$ cat config.mk
export PLATFORM = sky130hd
export DESIGN_NAME = smi_rx_arbiter
export DESIGN_NICKNAME = d
export VERILOG_FILES = /design/src/rtl/smi_rx_arbiter.sv
export SDC_FILE = /design/constraint.sdc
export NUM_CORES = 1
export LEC_CHECK = 0
export CAP_MARGIN = 30
export CELL_PAD_IN_SITES_DETAIL_PLACEMENT = 1
export CELL_PAD_IN_SITES_GLOBAL_PLACEMENT = 2
export CORE_MARGIN = 10
export CORE_UTILIZATION = 28
export DETAILED_ROUTE_END_ITERATION = 10
export HOLD_SLACK_MARGIN = 0.06
export PLACE_DENSITY_LB_ADDON = 0.1
export SLEW_MARGIN = 20
export SYNTH_ARGS = -nofsm -noshare
export SYNTH_HDL_FRONTEND = slang
export SYNTH_SLANG_ARGS = --single-unit
$ cat constraint.sdc
create_clock -name i_sys_clk -period 2.43 [get_ports i_sys_clk]
set_clock_uncertainty 0.15 [all_clocks]
set_input_delay 0.486 -clock i_sys_clk [delete_from_list [all_inputs] [get_ports i_sys_clk]]
set_output_delay 0.486 -clock i_sys_clk [all_outputs]
set_load 0.01 [all_outputs]
$ cat src/rtl/smi_rx_arbiter.sv
// SMI read-channel arbiter: round-robin bursts from the 0.9/2.4 GHz RX FIFOs, bytes MSB-first per SOE.
// Optional SMI_ARB_HEADER_EN: a channel-tag byte {4'hA,3'b000,ch} precedes each burst.
module smi_rx_arbiter #(
  parameter int BURST_WORDS = 16,
  parameter int WORD_W      = 32
) (
  input  logic              i_sys_clk,
  input  logic              i_reset,
  input  logic              i_enable,
  input  logic              i_fifo_09_empty,
  input  logic [WORD_W-1:0] i_fifo_09_data,
  output logic              o_fifo_09_pull,
  input  logic              i_fifo_24_empty,
  input  logic [WORD_W-1:0] i_fifo_24_data,
  output logic              o_fifo_24_pull,
  input  logic              i_smi_soe_se,
  output logic [7:0]        o_smi_data_out,
  output logic              o_smi_read_req,
  output logic              o_active_ch,
  output logic              o_underrun_err
);

  localparam int CNT_W = 7;
  localparam logic [CNT_W-1:0] BURST_MAX = CNT_W'(BURST_WORDS);

  typedef enum logic [2:0] {
    S_IDLE,
    S_PULL,
    S_LOAD,
    S_SHIFT
`ifdef SMI_ARB_HEADER_EN
    , S_HEADER
`endif
  } state_t;

  state_t              state_q, state_d;
  logic                last_grant_q, last_grant_d;
  logic                active_ch_q, active_ch_d;
  logic [1:0]          byte_idx_q, byte_idx_d;
  logic [CNT_W-1:0]    burst_cnt_q, burst_cnt_d;
  logic [WORD_W-1:0]   shreg_q, shreg_d;
  logic [7:0]          data_out_q, data_out_d;
  logic                read_req_q, read_req_d;
  logic                underrun_q, underrun_d;
  logic                soe_q1, soe_q2;

  logic                soe_rise;
  logic                gnt_empty;
  logic [WORD_W-1:0]   gnt_data;
  logic                any_ready;
  logic                next_ch;
  logic [1:0]          idx_m1;
  logic                in_data_state;

  assign soe_rise  = soe_q1 & ~soe_q2;
  assign gnt_empty = active_ch_q ? i_fifo_24_empty : i_fifo_09_empty;
  assign gnt_data  = active_ch_q ? i_fifo_24_data : i_fifo_09_data;
  assign any_ready = ~i_fifo_09_empty | ~i_fifo_24_empty;
  assign idx_m1    = byte_idx_q - 2'd1;

  // Tie goes to the channel not served last; otherwise the only ready one.
  assign next_ch = (~i_fifo_09_empty & ~i_fifo_24_empty)
                 ? ~last_grant_q : ~i_fifo_24_empty;

`ifdef SMI_ARB_HEADER_EN
  assign in_data_state = (state_q == S_SHIFT) | (state_q == S_HEADER);
`else
  assign in_data_state = (state_q == S_SHIFT);
`endif

  always_comb begin
    state_d      = state_q;
    last_grant_d = last_grant_q;
    active_ch_d  = active_ch_q;
    byte_idx_d   = byte_idx_q;
    burst_cnt_d  = burst_cnt_q;
    shreg_d      = shreg_q;
    data_out_d   = data_out_q;
    read_req_d   = read_req_q;
    underrun_d   = underrun_q | (soe_rise & ~in_data_state);

    unique case (state_q)
      S_IDLE: begin
        if (i_enable && any_ready) begin
          active_ch_d  = next_ch;
          last_grant_d = next_ch;
          burst_cnt_d  = '0;
`ifdef SMI_ARB_HEADER_EN
          data_out_d   = {4'hA, 3'b000, next_ch};
          read_req_d   = 1'b1;
          state_d      = S_HEADER;
`else
          state_d      = S_PULL;
`endif
        end
      end
`ifdef SMI_ARB_HEADER_EN
      S_HEADER: begin
        if (soe_rise) begin
          data_out_d = '0;
          read_req_d = 1'b0;
          state_d    = S_PULL;
        end
      end
`endif
      S_PULL: begin
        burst_cnt_d = burst_cnt_q + 1'b1;
        state_d     = S_LOAD;
      end
      S_LOAD: begin
        shreg_d    = gnt_data;
        data_out_d = gnt_data[WORD_W-1 -: 8];
        byte_idx_d = 2'd3;
        read_req_d = 1'b1;
        state_d    = S_SHIFT;
      end
      S_SHIFT: begin
        if (soe_rise) begin
          if (byte_idx_q != 2'd0) begin
            byte_idx_d = idx_m1;
            data_out_d = shreg_q[{idx_m1, 3'b000} +: 8];
          end else begin
            data_out_d = '0;
            read_req_d = 1'b0;
            // Empty flag is only consulted here, at the word boundary.
            if ((burst_cnt_q < BURST_MAX) && !gnt_empty && i_enable)
              state_d = S_PULL;
            else
              state_d = S_IDLE;
          end
        end
      end
      default: state_d = S_IDLE;
    endcase
  end

  always_ff @(posedge i_sys_clk) begin
    if (i_reset) begin
      state_q      <= S_IDLE;
      last_grant_q <= 1'b1;
      active_ch_q  <= 1'b0;
      byte_idx_q   <= 2'd3;
      burst_cnt_q  <= '0;
      shreg_q      <= '0;
      data_out_q   <= '0;
      read_req_q   <= 1'b0;
      underrun_q   <= 1'b0;
      soe_q1       <= 1'b0;
      soe_q2       <= 1'b0;
    end else begin
      state_q      <= state_d;
      last_grant_q <= last_grant_d;
      active_ch_q  <= active_ch_d;
      byte_idx_q   <= byte_idx_d;
      burst_cnt_q  <= burst_cnt_d;
      shreg_q      <= shreg_d;
      data_out_q   <= data_out_d;
      read_req_q   <= read_req_d;
      underrun_q   <= underrun_d;
      soe_q1       <= i_smi_soe_se;
      soe_q2       <= soe_q1;
    end
  end

  assign o_fifo_09_pull = (state_q == S_PULL) & ~active_ch_q;
  assign o_fifo_24_pull = (state_q == S_PULL) & active_ch_q;
  assign o_smi_data_out = data_out_q;
  assign o_smi_read_req = read_req_q;
  assign o_active_ch    = active_ch_q;
  assign o_underrun_err = underrun_q;

endmodule

# Yosys cells after proc, flatten, opt, wreduce, memory -nomap -nowiden
# Index checks and enable logic that the tools add are counted.
[totals] inputBits=70 register_bits=58 output_inout_bits=13
[classes] addsub=2 eq_ne=7 bitwise=13 n_reduce_logical=14 shifts=1 mux=19 order_cmp=1
[ops] operator="two-way mux 32 bit" count=1
[ops] operator="variable part select 32 x 6 -> 8 bit" count=1
[ops] operator="two-way mux 8 bit" count=2
[ops] operator="one-hot mux 8 bit (2 select lines)" count=1
[ops] operator="one-hot mux 7 bit (2 select lines)" count=1
[ops] operator="one-hot mux 3 bit (4 select lines)" count=1
[ops] operator="two-way mux 3 bit" count=3
[ops] operator="AND reduction 3 bit" count=3
[ops] operator="adder 7 x 1 -> 7 bit (second input constant)" count=1
[ops] operator="< comparator 7 x 5 -> 1 bit (second input constant)" count=1
[ops] operator="two-way mux 7 bit" count=1
[ops] operator="== test 3 x 2 -> 1 bit (second input constant)" count=2
[ops] operator="inequality test 2 bit (second input constant)" count=3
[ops] operator="NOT 1 bit" count=6
[ops] operator="AND reduction 2 bit" count=3
[ops] operator="nonzero test 2 bit" count=3
[ops] operator="AND 1 bit" count=5
[ops] operator="two-way mux 1 bit" count=5
[ops] operator="two-way mux 2 bit" count=2
[ops] operator="one-hot mux 2 bit (2 select lines)" count=1
[ops] operator="== test 3 x 1 -> 1 bit (second input constant)" count=1
[ops] operator="logical AND 1 bit" count=3
[ops] operator="zero test 3 bit" count=1
[ops] operator="inequality test 2 x 1 -> 1 bit (second input constant)" count=1
[ops] operator="other kinds (4)" count=5

# Longest topological paths before layout
[logic_depth] ltp_word=8 depth_mapped=7

# Worst setup path before layout
# OpenSTA, ideal clock, no wires.
[synth_timing] path_kind="flip-flop to flip-flop" startpoint="register byte_idx_q[0]" endpoint="register data_out_q[0] (netlist: o_smi_data_out[0])" synth_period_minus_slack_ns=1.846 n_path_buf=2 stages_incl_launch_ff=8 setup_slack_ns=0.584 arrival_ns=1.574 setup_ns=0.122 t_required_ns=2.158 cell_sequence="dfxtp_1 > inv_1 > ha_1 > buf_2 > buf_2 > mux2i_1 > o221ai_1 > o311a_1"
[synth_via] elab_chain_len=5 word_cells_on_any_way=6 cone_classes="1 x add/sub; 1 x shift; 3 x mux; 1 x reduce/logical"
[synth_lines] element="from (decl)" line="39" source="logic [1:0] byte_idx_q, byte_idx_d;"
[synth_lines] element="from (signal assigned)" line="154" source="byte_idx_q <= byte_idx_d;"
[synth_lines] element="subtractor 2 x 1 -> 2 bit" line="59" source="assign idx_m1 = byte_idx_q - 2'd1;"
[synth_lines] element="variable part select 32 x 6 -> 8 bit" line="121" source="data_out_d = shreg_q[{idx_m1, 3'b000} +: 8];"
[synth_lines] element="two-way mux 8 bit *" line="119" source="if (byte_idx_q != 2'd0) begin"
[synth_lines] element="two-way mux 8 bit *" line="118" source="if (soe_rise) begin"
[synth_lines] element="one-hot mux 8 bit (2 select lines) *" line="82" source="unique case (state_q)"
[synth_lines] element="to (signal assigned)" line="157" source="data_out_q <= data_out_d;"
[synth_lines] element="to (decl)" line="42" source="logic [7:0] data_out_q, data_out_d;"
# Every way passes the cells marked *; elsewhere a longest branch is shown, timed or not. The select of a mux whose other input is x is not followed.
# A chain may end at the register's enable or synchronous reset.

# Worst setup path in the final report
[layout_timing] startpoint="register state_q[0]" endpoint="output port o_fifo_09_pull"
[layout_via] elab_chain_len=2
[layout_lines] element="from (decl)" line="36" source="state_t state_q, state_d;"
[layout_lines] element="from (signal assigned)" line="151" source="state_q <= state_d;"
[layout_lines] element="== test 3 x 1 -> 1 bit" line="165" source="assign o_fifo_09_pull = (state_q == S_PULL) & ~active_ch_q;"
[layout_lines] element="AND 1 bit" line="165"
[layout_lines] element="to (decl)" line="12" source="output logic o_fifo_09_pull,"
# Every way passes these cells.

==> results.md <==
- Worst hold path type: in2reg
- Final setup viols: 0
- Area leader, netlist: dfxtp_1
- CP Max Fanout: 5
- F_max: roughly 430 MHz
- Final wirelength: roughly 8200 microns
- Total GRT Usage: 0.113
- Pleak: about 1.4 nW
- Area delta synth->final: 40.5%
- Maximum vdd drop: 0.000294 V
- Leading cell type in the layout, fill and taps excluded: clkdlybuf4s50_1
- Worst EP required: ~1800 ps
- Remaining antenna violation count: 0
- Sequential share of the synthesized area: 0.408
- Vias in the first global route: roughly 2700
- Post-synthesis register bit count: 57
- Via/cell ratio: roughly 4.8
- Die H: approximately 120 microns
- Share of the synthesized area in the top cell type: 0.408
- EDFF count, synth: 0
- Detailed placement HPWL: between 6000 and 7000 microns
- Final #Nets: 455
- Slew @ Worst Pin: slightly above 600 ps
- Worst skew pair latency: about 330 ps
- Resize count post-CTS: 0
- Synthesized area: 0.00280 sq mm
- Outcome: completed
- DR WL/cell: 15.8 microns
- Post-layout minimum cycle time: between 2000 and 2500 ps
- Die area: roughly 0.014 sq mm
- Final core occ: 0.402
- Endpoints failing hold: 0
- Root Driver: clkbuf_8
- Net count after synthesis: between 300 and 400
- Asr flop ratio synth: 0
- Remaining routing DRC violations: 0
- Max-slew violations: 0
- Max Cap Viol: 0
- CTS tree: yes
- Chip width: ~120 microns
- Clk buf depth: 2
- # Post-CTS Setup Buffers: 0
- CTS Sinks: 57
- DR pass1 iterations: 4
- Row count: 36
- Endpoint class of the critical path: output pin
- Core area: about 0.01 sq mm
- Htree depth: 3
- Cells after Synth: just over 300
- ANT cells: 0
- Final GP Congestion: between 0.6 and 0.7
- Cts hold-fix bufs: 0
- First-pass GRT wire length: around 13000 microns
- Nature of the critical path startpoint: flop
- Top cells by area, synth: dfxtp_1 41%, mux2i_1 18%, a211oi_1 8.9%, nor2_1 5.2%, a21oi_1 2.9%
- Top_reg_cell synth: dfxtp_1
- Pwr Total: between 3 and 4 mW
- Max_slew headroom: 0.587
- Largest net degree at the start of global routing: 65
- Antenna violations before repair: 0
- Unrepaired setup endpoints after global routing: false
- Crit Path Category: reg2out
- WP data arrival: 1690 ps
- Number of synthesis warnings: 0
- Clk slew on worst S/H paths: 70 ps
- PortBufs: between 80 and 90
- Initial DRC count: 127
- Number of buffers created by CTS: 9
- IO Count: 83
- Via count: 2477
- Most frequent cells in the layout: 81 x clkdlybuf4s50_1, 56 x dfxtp_1, 50 x mux2i_1, 39 x nor2_1, 33 x a211oi_1
- Avg Inst Size Synth: a little over 9 sq um
- Initial core utilization: 0.286
- Tcrit/Tclk final: 0.955
- Layout cells sized above 1: 0.0731
- Setup tns final: 0 ps
- Power Dens Cells: 914 mW/mm^2
- Cell variety after synth: 35
- GRT overflow: 0
[flip-flops by register name, indices dropped and copies added (netlist names)]
signal	count
byte_idx_q	2
state_q	2
o_underrun_err	1
o_smi_read_req	1
o_active_ch	1
last_grant_q	1
burst_cnt_q	7
shreg_q	32
o_smi_data_out	8
soe_q2	1
soe_q1	1
[area by class of cell]
class	instances	area [sq um]
Timing Repair Buffer	91	883
Tap cell	133	166
Fill cell	1137	5840
Clock buffer	12	155
Multi-Input combinational cell	209	1510
Inverter	11	41.3
Sequential cell	57	1140
Clock inverter	3	40.0
[per-stage QoR]
step / hold slack (ps) / cells / cell area (sq um) / setup WS, ps
4_1_cts: 301 / 516 / 3930 / 66.5
5_1_grt: 338 / 516 / 3930 / 3.33
2_1_floorplan: 302 / 303 / 2800 / 584
3_3_place_gp: 303 / 501 / 3740 / 171
3_5_place_dp: 315 / 501 / 3740 / 150
6_report: 312 / 516 / 3930 / 108
[worst paths after layout]
check	slack, ps	end	startpoint	cells after the start
setup / recovery	110	o_fifo_09_pull	state_q[0]	4
hold / removal	310	burst_cnt_q[1]	i_reset	2
setup reg to reg	550	o_smi_data_out[2]	byte_idx_q[0]	6
hold reg to reg	320	o_underrun_err	o_underrun_err	2
[synthesized netlist by cell type, drive strengths merged (2+ instances only)]
cell type and number:
nor2b 3, o31ai 2, o221ai 8, or3 5, nor2 39, buf 10, a21oi 16, ha 6
and2 4, a211oi 33, o21ai 9, o311a 8, inv 11, nand2 9, nand3b 2, mux2i 50
dfxtp 57, clkbuf 16
[power breakdown]
group / leakage, nW / internal (mW) / switching [mW]
registers: 0.465 / 1.23 / 0.189
logic: 0.790 / 0.635 / 0.641
clock network: 0.102 / 0.521 / 0.379
[kinds of logic after synthesis]
| logic type | Yosys count | share of synthesized area |
|---|---|---|
| AO/OA/AOI/OAI | 82 | 0.210 |
| AND/OR/NAND/NOR | 70 | 0.116 |
| flip-flops | 57 | 0.408 |
| multiplexers | 51 | 0.184 |
| buffers and inverters | 37 | 0.0554 |
| adder cells (fa/ha/maj) | 6 | 0.0268 |
[worst max-delay path, stage by stage, from the launching register on]
cell and delay, ps:
dfxtp_1 380, ha_1 260, inv_1 70, nor2_1 90, clkdlybuf4s50_1 550
[metal layers]
metal,part of all wire,wire length [microns],global-route usage,vias up
li1,-,-,-,1265
met5,0,0,0,-
met3,0.040,323,0.0342,10
met2,0.54,4380,0.213,48
met1,0.41,3370,0.117,1154
met4,0.010,83,0.0362,0
Note: power is estimated with default switching activity, not from simulation.
